### src/rtl/f1_pkg.sv
// Shared types and limits for the F1 start-light sequencer family.
package f1_pkg;

    // Sequencer phases: idle, lamps filling, all lamps held, go pulse.
    typedef enum logic [1:0] {
        IDLE = 2'd0,
        FILL = 2'd1,
        HOLD = 2'd2,
        GO   = 2'd3
    } f1_state_t;

    // Widest lamp bank any sequencer instance may drive.
    localparam int F1_MAX_LIGHTS = 32;

endpackage : f1_pkg

### src/rtl/f1_rise_detect.sv
// Rising-edge detector: one flop with a configurable reset value plus an AND.
// A reset value of 1 means a level already high when reset releases is not
// treated as an edge.
module f1_rise_detect #(
    parameter logic RST_VAL = 1'b1
) (
    input  logic i_clk,
    input  logic i_rst_n,
    input  logic i_d,
    output logic o_rise
);

    logic r_q;

    // Track the previous level of the input every cycle.
    always_ff @(posedge i_clk or negedge i_rst_n) begin
        if (!i_rst_n) begin
            r_q <= RST_VAL;
        end else begin
            r_q <= i_d;
        end
    end

    assign o_rise = i_d & ~r_q;

endmodule : f1_rise_detect

### src/rtl/f1_light_seq.sv
// F1 start-light sequencer: fills NUM_LIGHTS lamps one per strobe as a
// thermometer code, holds them for an externally timed random delay, then
// extinguishes them and pulses the go signal to the reaction timer.
module f1_light_seq
    import f1_pkg::*;
#(
    parameter int NUM_LIGHTS = 8
) (
    input  logic                  clk,
    input  logic                  rst,
    input  logic                  en,
    input  logic                  trigger,
    input  logic                  delay_done,
    output logic [NUM_LIGHTS-1:0] data_out,
    output logic                  cmd_seq,
    output logic                  cmd_delay,
    output logic                  lights_out,
    output logic                  busy
);

    localparam int CNT_W = $clog2(NUM_LIGHTS + 1);
    localparam logic [CNT_W-1:0] LAST_LAMP = CNT_W'(NUM_LIGHTS - 1);
    localparam logic [CNT_W-1:0] ALL_LIT   = CNT_W'(NUM_LIGHTS);
    localparam logic [CNT_W-1:0] CNT_ONE   = CNT_W'(1);
    localparam logic [NUM_LIGHTS:0] WIDE_ONE = {{NUM_LIGHTS{1'b0}}, 1'b1};

    if (NUM_LIGHTS < 1 || NUM_LIGHTS > F1_MAX_LIGHTS) begin : g_bad_num_lights
        $error("f1_light_seq: NUM_LIGHTS must be within 1..%0d", F1_MAX_LIGHTS);
    end

    f1_state_t        r_state;
    logic [CNT_W-1:0] r_cnt;
    logic             r_first;
    logic             w_rise;
    logic             w_therm_msb_unused;
    logic [NUM_LIGHTS-1:0] w_therm;

    // Trigger edge detector; its flop resets high so a held trigger is not a start.
    f1_rise_detect #(
        .RST_VAL (1'b1)
    ) u_trig_rise (
        .i_clk   (clk),
        .i_rst_n (rst),
        .i_d     (trigger),
        .o_rise  (w_rise)
    );

    // Thermometer is built one bit wider than the lamp bank so that a full
    // count (1 << NUM_LIGHTS) does not wrap before the subtract.
    assign {w_therm_msb_unused, w_therm} = (WIDE_ONE << r_cnt) - WIDE_ONE;

    // Sequencer state, lit-lamp count and first-HOLD-cycle flag.
    always_ff @(posedge clk or negedge rst) begin
        if (!rst) begin
            r_state <= IDLE;
            r_cnt   <= '0;
            r_first <= 1'b0;
        end else begin
            case (r_state)
                IDLE: begin
                    r_cnt   <= '0;
                    r_first <= 1'b0;
                    if (w_rise) begin
                        r_state <= FILL;
                    end
                end
                FILL: begin
                    if (en) begin
                        if (r_cnt == LAST_LAMP) begin
                            r_cnt   <= ALL_LIT;
                            r_first <= 1'b1;
                            r_state <= HOLD;
                        end else begin
                            r_cnt <= r_cnt + CNT_ONE;
                        end
                    end
                end
                HOLD: begin
                    r_first <= 1'b0;
                    if (delay_done) begin
                        r_state <= GO;
                    end
                end
                GO: begin
                    r_cnt   <= '0;
                    r_first <= 1'b0;
                    r_state <= IDLE;
                end
                default: begin
                    r_cnt   <= '0;
                    r_first <= 1'b0;
                    r_state <= IDLE;
                end
            endcase
        end
    end

    // Moore output decode from the state register and the lit count.
    always_comb begin
        data_out   = '0;
        cmd_seq    = 1'b0;
        cmd_delay  = 1'b0;
        lights_out = 1'b0;
        busy       = (r_state != IDLE);
        case (r_state)
            FILL: begin
                data_out = w_therm;
                cmd_seq  = 1'b1;
            end
            HOLD: begin
                data_out  = '1;
                cmd_delay = r_first;
            end
            GO: begin
                lights_out = 1'b1;
            end
            default: begin
                data_out = '0;
            end
        endcase
    end

endmodule : f1_light_seq

### config.mk
export PLATFORM = sky130hd
export DESIGN_NAME = f1_light_seq
export DESIGN_NICKNAME = d
export VERILOG_FILES = /design/src/rtl/f1_pkg.sv /design/src/rtl/f1_rise_detect.sv /design/src/rtl/f1_light_seq.sv
export SDC_FILE = /design/constraint.sdc
export NUM_CORES = 1
export LEC_CHECK = 0
export BUFFER_PORTS_ARGS = -buffer_cell sky130_fd_sc_hd__buf_2
export CORE_MARGIN = 3
export CORE_UTILIZATION = 48
export CTS_CLUSTER_DIAMETER = 50
export DETAILED_ROUTE_END_ITERATION = 12
export GPL_TIMING_DRIVEN = 0
export PLACE_DENSITY_LB_ADDON = 0.12
export SYNTH_ARGS = -nofsm -noshare
export SYNTH_HDL_FRONTEND = slang
export SYNTH_SLANG_ARGS = --single-unit
### constraint.sdc
create_clock -name clk -period 1.8 [get_ports clk]
set_clock_uncertainty 0.05 [all_clocks]
set_input_delay 0.09 -clock clk [delete_from_list [all_inputs] [get_ports clk]]
set_output_delay 0.09 -clock clk [all_outputs]
set_load 0.01 [all_outputs]
==> run_results.csv <==
group,metric,value,unit
run_status,run_status,"complete, but fails checks",
run_status,violations,"negative setup slack",
floorplan,core,0.001594,mm²
placed_design,place_ws,-244.1,ps
global_routing,grt_pass1_vias,855,
min_path,hold_class,"primary input to register",
critical_path,cp-start-kind,"register",
pwr,peakVddDrop,1.406,mV
global_routing,overflow,0,
clock_network,clk_latency,250,ps
detailed_routing,antenna_left,0,
global_routing,grt_use_total,21.01,%
pwr,power.leakage,0.6265,nW
min_path,hold_start,"en",
cells_and_area,final_nets,156,
synthesis,mappedNetlistNets,121,
sta,finalSetupTns,-1022,ps
sta,rsz0062_at_grt,"true",
sta,period_needed,2019,ps
cells_and_area,layout-area-overhead-vs-synth,51.31,%
critical_path,crit_required,1660,ps
detailed_routing,num_vias,909,
critical_path,crit_fanout,4,
synthesis,synthArstFlopShare,100.0,%
synthesis,yosysSeqAreaShare,23.40,%
sta,max_freq,0.4953,GHz
sta,finalCritPeriodShare,112.2,%
floorplan,die_area,0.002338,mm²
clock_network,h-tree-depth,1,
synthesis,synth_area_per_cell,8.277,µm²
critical_path,ff2ff_path_depth,5,
critical_path,arrival,1880,ps
critical_path,r2r_start,"r_cnt[1]",
detailed_routing,drc,0,
synthesis,yosys-top-cells-count,"ha_1, nand2_1, inv_1",
placed_design,io_buffers,16,
synthesis,netlist_instances,104,
floorplan,rows,14,
critical_path,crit_type,"register to primary output",
critical_path,endpoint_kind,"primary output",
sta,slew_violations,0,
sta,tightestPinTransition,429.4,ps
detailed_routing,dr.pass1.iters,4,
sta,finalSetupViolations,7,
placed_design,post-dp-hpwl,1.462,mm
critical_path,rrSetupSlack,120,ps
synthesis,ys_ff_latch,8,
clock_network,clockRootBuffer,"clkbuf_4",
sta,fin_ws,-218.9,ps
pwr,power.density,1446,mW/mm²
min_path,whs_path_depth,3,
floorplan,die-height,48.35,µm
clock_network,cts_sinks,8,
global_routing,antenna_found_initial,0,
synthesis,syn_area,860.8,µm²
detailed_routing,vias_per_cell,5.611,
pwr,total_power,1.884,mW
detailed_routing,drt_wl_total,2.586,mm
detailed_routing,dr.first_iter.drc_count,26,
floorplan,io_pins,17,
placed_design,place.gp.congestion,0.8211,
synthesis,synth_area_leaders,"dfrtp_1, ha_1, nand2_1",
floorplan,die_width,48.35,µm
clock_network,clk_pin_slew,50,ps
sta,hold_viol,0,
clock_network,ctsLongestPathBuffers,2,
run,drv_cap,0,
global_routing,grt_pass1_wl,3.905,mm
sta,maxSlewHeadroom,71.37,%
critical_path,crit_path_start,"r_cnt[0]",
synthesis,synth_flop_cell,"dfrtp_1",
synthesis,yosys.area.top_type,"dfrtp_1",
synthesis,yosysWarnings,0,
global_routing,grt_max_degree,11,
min_path,whs_endpoint,"r_cnt[1]",
cells_and_area,drive_gt1_share,47.83,%
clock_network,cts_tree,"done",
synthesis,synth_edf_count,0,
synthesis,synth_top_area_share,20.35,%
floorplan,start_util,54.00,%
critical_path,timing.rr.end,"r_state[1]",
cells_and_area,num_antenna_cells,0,
clock_network,cts_buffers,3,
detailed_routing,avgRoutedWirePerCell,15.96,µm
synthesis,synth.distinct_cells,40,
-- power by group --
| group | internal [mW] | switching (mW) |
|---|---|---|
| combinational | 0.684 | 0.767 |
| clock | 0.0845 | 0.0569 |
| sequential | 0.225 | 0.0659 |
| total | 0.994 | 0.890 |
-- cell usage in the layout (no fill, tap or decap), drive strengths merged, types with 3 or more instances in the layout --
| master | Yosys | routed |
|---|---|---|
| o21a | 3 | 3 |
| ha | 12 | 12 |
| nand2 | 12 | 12 |
| nor2 | 5 | 5 |
| nor2b | 3 | 3 |
| clkbuf | 4 | 7 |
| dfrtp | 7 | 7 |
| a21oi | 7 | 7 |
| o21ai | 8 | 8 |
| nand4 | 3 | 3 |
| inv | 9 | 9 |
| buf | 3 | 32 |
-- what timing repair did --
action                                  CTS  global route
endpoints found under the hold margin     9             0
hold buffers                              2             0
pin swaps                                 3             8
endpoints found under the setup margin    9             9
setup buffers                             9             5
resized for setup                        34            14
-- layout make-up --
class	count	area (µm²)
multi-input combinational	80	744.5
fill	101	291.5
timing repair buffer	32	212.7
sequential	8	205.2
buffer	5	45.04
inverter	9	38.79
tap	24	30.03
clock buffer	4	26.28
-- registers in the layout, indices dropped and copies added (netlist names) --
name             count
r_cnt                4
r_state              2
r_first              1
u_trig_rise.r_q      1
-- routing by layer --
metal / up-vias / GRT usage (%) / wire [µm]
li1: 437 / - / -
met1: 426 / 25.67 / 1076
met2: 40 / 36.93 / 1358
met3: 6 / 0.9202 / 102
met4: 0 / 11.85 / 49
met5: - / 0 / 0
-- cells by family (layout without fill, tap and decap cells) --
group / count (synthesis) / in the layout / synth area share, %
simple gates: 33 / 33 / 21.51
compound gates: 31 / 31 / 25.00
buf+inv: 16 / 50 / 8.429
fa+ha+maj: 12 / 12 / 17.44
flops: 8 / 8 / 23.40
xor+xnor: 3 / 3 / 3.053
mux: 1 / 1 / 1.163
-- worst max-delay path by stage --
stage | slack, ps | endpoint | cells past startpoint
final | -220 | data_out[6] | 7
after global routing | -310 | data_out[6] | 7
after CTS | -210 | data_out[6] | 8
after detailed placement | -240 | data_out[6] | 6
after global placement | -200 | data_out[6] | 6
after floorplan | 20 | data_out[7] | 5
-- critical path, cell delays in order (launching register included) --
cell	delay, ps
dfrtp_2	460
inv_4	80
ha_4	170
and2b_1	190
o21ai_1	190
a311oi_1	130
a221o_1	270
buf_2	140
-- per-stage QoR --
stage	instances	instance area (µm²)	util [%]	hold WS (ps)
floorplan	104	862.1	-	-255.6
global placement	144	972.2	60.99	-118.4
detailed placement	144	972.2	60.99	-114.0
CTS	158	1237	77.63	123.2
global route	162	1303	81.71	139.5
finish	162	1303	81.71	136.6
(Power assumes the default switching activity.)
